## config.mk

```make
export PLATFORM = sky130hd
export DESIGN_NAME = sprite_blitter_flat
export DESIGN_NICKNAME = d
export VERILOG_FILES = /design/src/rtl/sprite_blitter_if.sv /design/src/rtl/sprite_blitter.sv /design/src/flat_wrapper.sv
export SDC_FILE = /design/constraint.sdc
export NUM_CORES = 1
export LEC_CHECK = 0
export BUFFER_PORTS_ARGS = -buffer_cell sky130_fd_sc_hd__buf_2
export CAP_MARGIN = 0
export CORE_MARGIN = 1
export CORE_UTILIZATION = 45
export CTS_BUF_LIST = sky130_fd_sc_hd__clkbuf_8
export DETAILED_ROUTE_END_ITERATION = 7
export PLACE_DENSITY = 0.74
export RECOVER_POWER = 100
export SYNTH_ARGS = -nofsm -noshare
export SYNTH_HDL_FRONTEND = slang
export SYNTH_SLANG_ARGS = --single-unit
```

## constraint.sdc

```tcl
create_clock -name clk -period 6.35 [get_ports clk]
set_input_delay 0.635 -clock clk [delete_from_list [all_inputs] [get_ports clk]]
set_output_delay 0.635 -clock clk [all_outputs]
set_load 0.005 [all_outputs]
```

## src/rtl/sprite_blitter_if.sv

```systemverilog
// Sprite-memory read port and framebuffer read/write port of the sprite blitter.
// The blitter is the master; the memories (or the bench) sit on the slave side.
interface sprite_blitter_if;
  logic [11:0] memAddr;
  logic [7:0]  memData;
  logic [8:0]  fbAddr;
  logic [15:0] fbRdData;
  logic [15:0] fbWrData;
  logic        fbWe;

  modport master (
    output memAddr, fbAddr, fbWrData, fbWe,
    input  memData, fbRdData
  );

  modport slave (
    input  memAddr, fbAddr, fbWrData, fbWe,
    output memData, fbRdData
  );
endinterface

```

## src/rtl/sprite_blitter.sv

```systemverilog
// XOR sprite blitter for a 64x32 / 128x64 monochrome framebuffer of 16-bit words,
// with collision detection and a full-framebuffer clear.
module sprite_blitter (
  input  logic                    clk,
  input  logic                    reset,
  input  logic                    hires,
  input  logic                    start,
  input  logic                    clear,
  input  logic [7:0]              x,
  input  logic [7:0]              y,
  input  logic [3:0]              n,
  input  logic [11:0]             spriteAddr,
  sprite_blitter_if.master        bus,
  output logic                    busy,
  output logic                    done,
  output logic                    collision
);

  typedef enum logic [3:0] {
    S_IDLE,
    S_FETCH_A,
    S_FETCH_B,
    S_FETCH_C,
    S_RD0,
    S_WR0,
    S_RD1,
    S_WR1,
    S_CLEAR,
    S_DONE
  } state_t;

  state_t      state_q;
  logic        hires_q;
  logic        wide_q;
  logic        busy_q;
  logic        done_q;
  logic        coll_q;
  logic        fbWe_q;
  logic [7:0]  xs_q;
  logic [7:0]  row_q;
  logic [4:0]  rows_left_q;
  logic [15:0] pat_q;
  logic [11:0] memAddr_q;
  logic [8:0]  fbAddr_q;

  logic [7:0]  xs_d;
  logic [7:0]  ys_d;
  logic        wide_d;
  logic [4:0]  rows_d;
  logic [31:0] shifted;
  logic [15:0] mask0;
  logic [15:0] mask1;
  logic [15:0] wr_mask;
  logic        hit;
  logic        last_word;
  logic        take_w1;
  logic [8:0]  word0;
  logic [7:0]  row_next;
  logic        last_row;

  always_comb begin
    // Origin wraps to the field; the sprite body itself is clipped, not wrapped.
    xs_d     = x & (hires ? 8'h7F : 8'h3F);
    ys_d     = y & (hires ? 8'h3F : 8'h1F);
    wide_d   = hires && (n == 4'd0);
    rows_d   = wide_d ? 5'd16 : {1'b0, n};
    shifted  = {pat_q, 16'h0000} >> xs_q[3:0];
    mask0    = shifted[31:16];
    mask1    = shifted[15:0];
    wr_mask  = (state_q == S_WR1) ? mask1 : mask0;
    hit      = |(bus.fbRdData & wr_mask);
    last_word = hires_q ? (xs_q[7:4] == 4'd7) : (xs_q[7:4] == 4'd3);
    take_w1  = !last_word && (mask1 != '0);
    word0    = (hires_q ? {row_q[5:0], 3'b000} : {row_q[6:0], 2'b00}) + {5'b00000, xs_q[7:4]};
    row_next = row_q + 8'd1;
    last_row = (rows_left_q == 5'd1) || (row_next == (hires_q ? 8'd64 : 8'd32));
  end

  always_ff @(posedge clk or posedge reset) begin
    if (reset) begin
      state_q     <= S_IDLE;
      hires_q     <= 1'b0;
      wide_q      <= 1'b0;
      busy_q      <= 1'b0;
      done_q      <= 1'b0;
      coll_q      <= 1'b0;
      fbWe_q      <= 1'b0;
      xs_q        <= '0;
      row_q       <= '0;
      rows_left_q <= '0;
      pat_q       <= '0;
      memAddr_q   <= '0;
      fbAddr_q    <= '0;
    end else begin
      done_q <= 1'b0;
      unique case (state_q)
        S_IDLE: begin
          if (clear) begin
            coll_q   <= 1'b0;
            fbAddr_q <= '0;
            fbWe_q   <= 1'b1;
            busy_q   <= 1'b1;
            state_q  <= S_CLEAR;
          end else if (start) begin
            coll_q      <= 1'b0;
            hires_q     <= hires;
            wide_q      <= wide_d;
            xs_q        <= xs_d;
            row_q       <= ys_d;
            rows_left_q <= rows_d;
            memAddr_q   <= spriteAddr;
            if (rows_d == 5'd0) begin
              done_q  <= 1'b1;
              state_q <= S_DONE;
            end else begin
              busy_q  <= 1'b1;
              state_q <= S_FETCH_A;
            end
          end
        end
        S_FETCH_A: begin
          if (wide_q) memAddr_q <= memAddr_q + 12'd1;
          state_q <= S_FETCH_B;
        end
        S_FETCH_B: begin
          pat_q <= {bus.memData, 8'h00};
          if (wide_q) begin
            state_q <= S_FETCH_C;
          end else begin
            fbAddr_q <= word0;
            state_q  <= S_RD0;
          end
        end
        S_FETCH_C: begin
          pat_q[7:0] <= bus.memData;
          fbAddr_q   <= word0;
          state_q    <= S_RD0;
        end
        S_RD0: begin
          fbWe_q  <= 1'b1;
          state_q <= S_WR0;
        end
        S_WR0: begin
          fbWe_q <= 1'b0;
          if (hit) coll_q <= 1'b1;
          if (take_w1) begin
            fbAddr_q <= fbAddr_q + 9'd1;
            state_q  <= S_RD1;
          end else if (last_row) begin
            busy_q  <= 1'b0;
            done_q  <= 1'b1;
            state_q <= S_DONE;
          end else begin
            row_q       <= row_next;
            rows_left_q <= rows_left_q - 5'd1;
            memAddr_q   <= memAddr_q + 12'd1;
            state_q     <= S_FETCH_A;
          end
        end
        S_RD1: begin
          fbWe_q  <= 1'b1;
          state_q <= S_WR1;
        end
        S_WR1: begin
          fbWe_q <= 1'b0;
          if (hit) coll_q <= 1'b1;
          if (last_row) begin
            busy_q  <= 1'b0;
            done_q  <= 1'b1;
            state_q <= S_DONE;
          end else begin
            row_q       <= row_next;
            rows_left_q <= rows_left_q - 5'd1;
            memAddr_q   <= memAddr_q + 12'd1;
            state_q     <= S_FETCH_A;
          end
        end
        S_CLEAR: begin
          if (fbAddr_q == 9'd511) begin
            fbWe_q  <= 1'b0;
            busy_q  <= 1'b0;
            done_q  <= 1'b1;
            state_q <= S_DONE;
          end else begin
            fbAddr_q <= fbAddr_q + 9'd1;
          end
        end
        S_DONE: state_q <= S_IDLE;
        default: state_q <= S_IDLE;
      endcase
    end
  end

  // Write data must follow the read data of the same cycle, so it is the one unregistered output.
  assign bus.fbWrData = (fbWe_q && (state_q != S_CLEAR)) ? (bus.fbRdData ^ wr_mask) : '0;
  assign bus.fbWe     = fbWe_q;
  assign bus.fbAddr   = fbAddr_q;
  assign bus.memAddr  = memAddr_q;
  assign busy         = busy_q;
  assign done         = done_q;
  assign collision    = coll_q;

endmodule
```

## src/flat_wrapper.sv

```systemverilog
// flat-port wrapper written by rule: the top's interface ports become plain ports
module sprite_blitter_flat 
  (clk, reset, hires, start, clear, x, y, n, spriteAddr, busy, done, collision, bus_memAddr, bus_fbAddr, bus_fbWrData, bus_fbWe, bus_memData, bus_fbRdData);
  sprite_blitter_if bus_i ();
  input  logic clk;
  input  logic reset;
  input  logic hires;
  input  logic start;
  input  logic clear;
  input  logic [7:0] x;
  input  logic [7:0] y;
  input  logic [3:0] n;
  input  logic [11:0] spriteAddr;
  output logic busy;
  output logic done;
  output logic collision;
  output wire logic [$bits(bus_i.memAddr)-1:0] bus_memAddr;
  output wire logic [$bits(bus_i.fbAddr)-1:0] bus_fbAddr;
  output wire logic [$bits(bus_i.fbWrData)-1:0] bus_fbWrData;
  output wire logic [$bits(bus_i.fbWe)-1:0] bus_fbWe;
  input wire logic [$bits(bus_i.memData)-1:0] bus_memData;
  input wire logic [$bits(bus_i.fbRdData)-1:0] bus_fbRdData;
  assign bus_memAddr = bus_i.memAddr;
  assign bus_fbAddr = bus_i.fbAddr;
  assign bus_fbWrData = bus_i.fbWrData;
  assign bus_fbWe = bus_i.fbWe;
  assign bus_i.memData = bus_memData;
  assign bus_i.fbRdData = bus_fbRdData;
  sprite_blitter u_core (.clk(clk), .reset(reset), .hires(hires), .start(start), .clear(clear), .x(x), .y(y), .n(n), .spriteAddr(spriteAddr), .bus(bus_i), .busy(busy), .done(done), .collision(collision));
endmodule
```

==> summary.txt <==
Status
  • Status: finished with violations
  • Failing checks: max-capacitance violations, max-slew violations

Drt
  • Number of vias per cell: 6.16
  • WL per Instance: 17.1 um
  • Max layer used: met4
  • Met2 wire len: 7460 um
  • Initial drt markers: 545
  • Routed Antenna Nets: 0
  • DRC: 0
  • M1 WL: 6580 um
  • DR WL met3: 832 um
  • Drt total wl: 15300 um
  • Vias: 5513
  • DRT Pass-1 Iters: 6

Critical path
  • R2R Path End: u_core.bus.memAddr[11]$_DFFE_PP0P_
  • Crit Path Class: flip-flop to output port
  • RR Startpoint: u_core.xs_q[2]$_DFFE_PP0P_
  • Crit path to: bus_fbWrData[7]
  • Worst setup startpoint: u_core.state_q[3]$_DFFE_PP0P_
  • Crit path DAT: 4150 ps
  • Reg2reg path depth: 8
  • R2r setup slk: 2210 ps
  • Crit end category: output port
  • Startpoint type of the worst setup path: flip-flop
  • Crit-path max FO: 28
  • WP data required: 5710 ps

Floorplan
  • Core area: 0.0120 sq mm
  • Initial Utilization: 46.1%
  • DIE HEIGHT: 113 um
  • Row count: 40
  • I/O pin count: 102
  • Die width: 113 um
  • Die Footprint: 0.0127 sq mm

Layout
  • Nets: 828
  • Most common cell after layout, fill and taps aside: nand2_1
  • Commonest non-fill, non-tap cells in the layout: nand2_1, buf_2, dfrtp_1, o21ai_0, nor2_1
  • Antenna cells: 0
  • Share of post-route cells with drive strength above 1: 18.9%
  • Final core utilization: 51.6%
  • Area grow syn2layout: 12.0%
  • Final Instance Count excl. Fillers: 895

Timing
  • Fin. Hold Viols: 0
  • RSZ-0062 raised after global routing: no
  • Maximum clock frequency: 209 MHz
  • Setup TNS: 0 ps
  • Final number of setup-violating endpoints: 0
  • Rel. slew slack: -142%
  • Post-route minimum period: 4780 ps
  • Slew @ Worst Pin: 3620 ps
  • Clk_skew: 9.75 ps
  • Tcrit/Tclk final: 75.3%
  • Final Slew Violations: 68

Power
  • Leakage: 2.74 nW
  • Total Power: 0.00352 W
  • Power per Cell Area: 570 mW/mm^2
  • IR drop worst, VDD: 0.215 mV

Yosys
  • Synth Flop Type: dfrtp_1
  • Mux cell area share after synthesis: 11.2%
  • Synth Area in Adders: 5.45%
  • Ys Warns: 0
  • Asr flop ratio synth: 100%
  • Syn_nets: 759
  • Register area share after synthesis: 30.4%
  • Combinational family with the most area after synthesis: compound AO/OA/AOI/OAI gates
  • FF+latch count, synth: 67
  • Mean post-synth cell area: 8.18 sq um
  • Compound-Gate Fraction of Synth Area: 25.7%
  • Gate Count Post-Synth: 674
  • Synth Area in Simple Gates: 21.1%
  • Synth Cell Area: 0.00551 sq mm
  • Post-synth EDFFs: 0
  • Count of different cell masters after synthesis: 68
  • Xor/xnor cell area share of the yosys netlist: 0.318%

Clock tree
  • Root buf cell: clkbuf_8
  • Setup bufs post-CTS: 0
  • CTS Sinks: 67
  • Number of CTS-inserted buffers: 9
  • Worst-Skew Late Latency: 370 ps
  • Clock Path Buffers: 2
  • Clock transition at the registers of the reported paths: 90 ps
  • Htree depth: 3
  • CTS resizes: 0
  • CTS Hold Bufs: 0
  • TritonCTS clock tree: yes

Global route
  • GR Overflow Total: 0
  • First-pass GRT wire length: 25300 um
  • Largest net degree at the start of global routing: 68
  • Initial antenna violation count: 0
  • Total GRT Usage: 24.7%
  • Vias in the first global route: 5152

Placement
  • GPL Wtd Cong: 0.917
  • Post-DP HPWL: 11100 um
  • Cell Count Post-Placement: 879
  • Port bufs: 98

Hold path
  • HP Class: input port to flip-flop
  • Hold Startpoint: x[0]

Job
  • # Max-Cap Violations: 1
==> how the worst min path moves through the flow <==
stage | to | cells past startpoint
after CTS | u_core.xs_q[5]$_DFFE_PP0P_ | 3
after global routing | u_core.xs_q[1]$_DFFE_PP0P_ | 3
after global placement | u_core.collision$_DFFE_PP0P_ | 1
final | u_core.xs_q[0]$_DFFE_PP0P_ | 3
after detailed placement | u_core.collision$_DFFE_PP0P_ | 1
after floorplan | u_core.xs_q[4]$_DFFE_PP0P_ | 2
==> report_power, final <==
part	internal, W	switching, W
logic	0.000943	0.00127
clock network	0.000187	0.000194
registers	0.000615	0.000310
==> sequential cells by signal, summed over array words and instances, names as in the netlist, 4 cells and up <==
register,cells
u_core.state_q,4
u_core.bus.memAddr,12
u_core.xs_q,7
u_core.rows_left_q,5
u_core.bus.fbAddr,9
u_core.pat_q,16
u_core.row_q,8
==> synth_stat cells (all sizes together), types with 21 or more instances <==
| library cell | number | area [sq um] |
|---|---|---|
| nand2 | 95 | 357 |
| o21ai | 54 | 270 |
| ha | 24 | 300 |
| o22ai | 22 | 138 |
| nand3 | 23 | 120 |
| a21oi | 45 | 225 |
| dfrtp | 67 | 1680 |
| buf | 21 | 141 |
| clkbuf | 27 | 101 |
| mux2i | 30 | 300 |
| nor2 | 50 | 188 |
==> layer usage <==
metal  track usage, %  vias up
met5                0        -
met2             41.4      200
li1                 -     2623
met1             31.6     2657
met4             9.96        0
met3             4.21       33
==> final cells by class <==
cell class                 count  area [sq um]
timing repair buffer         106           531
fill                        1151          5790
tap                          147           184
clock inverter                 7          82.6
multi-input combinational    538          3500
inverter                      21          78.8
sequential                    67          1680
clock buffer                   9           124
==> through the flow <==
step | setup slack (ps) | area, sq um | hold slack, ps
3_5_place_dp | 2100 | 6010 | 489
5_1_grt | 1260 | 6180 | 472
2_1_floorplan | 3350 | 5510 | 460
6_report | 1570 | 6180 | 467
3_3_place_gp | 2200 | 6010 | 484
4_1_cts | 1680 | 6220 | 455
==> cell families after synthesis <==
logic type	count (synthesis)
muxes	54
adders and majority gates	24
DFF	67
buffers and inverters	69
and+or+nand+nor	247
AOI/OAI and AO/OA	211
xor gates and xnor gates	2
==> critical path, cell delays in order (launching register included) <==
cell,delay [ps]
dfrtp_1,600
nor2b_1,360
nand2_1,630
nor2_1,840
nand2_1,310
o22ai_1,300
nand2_1,90
o21ai_0,120
ha_1,270
and2_0,130
buf_2,120
Note: power is estimated with default switching activity, not from simulation.
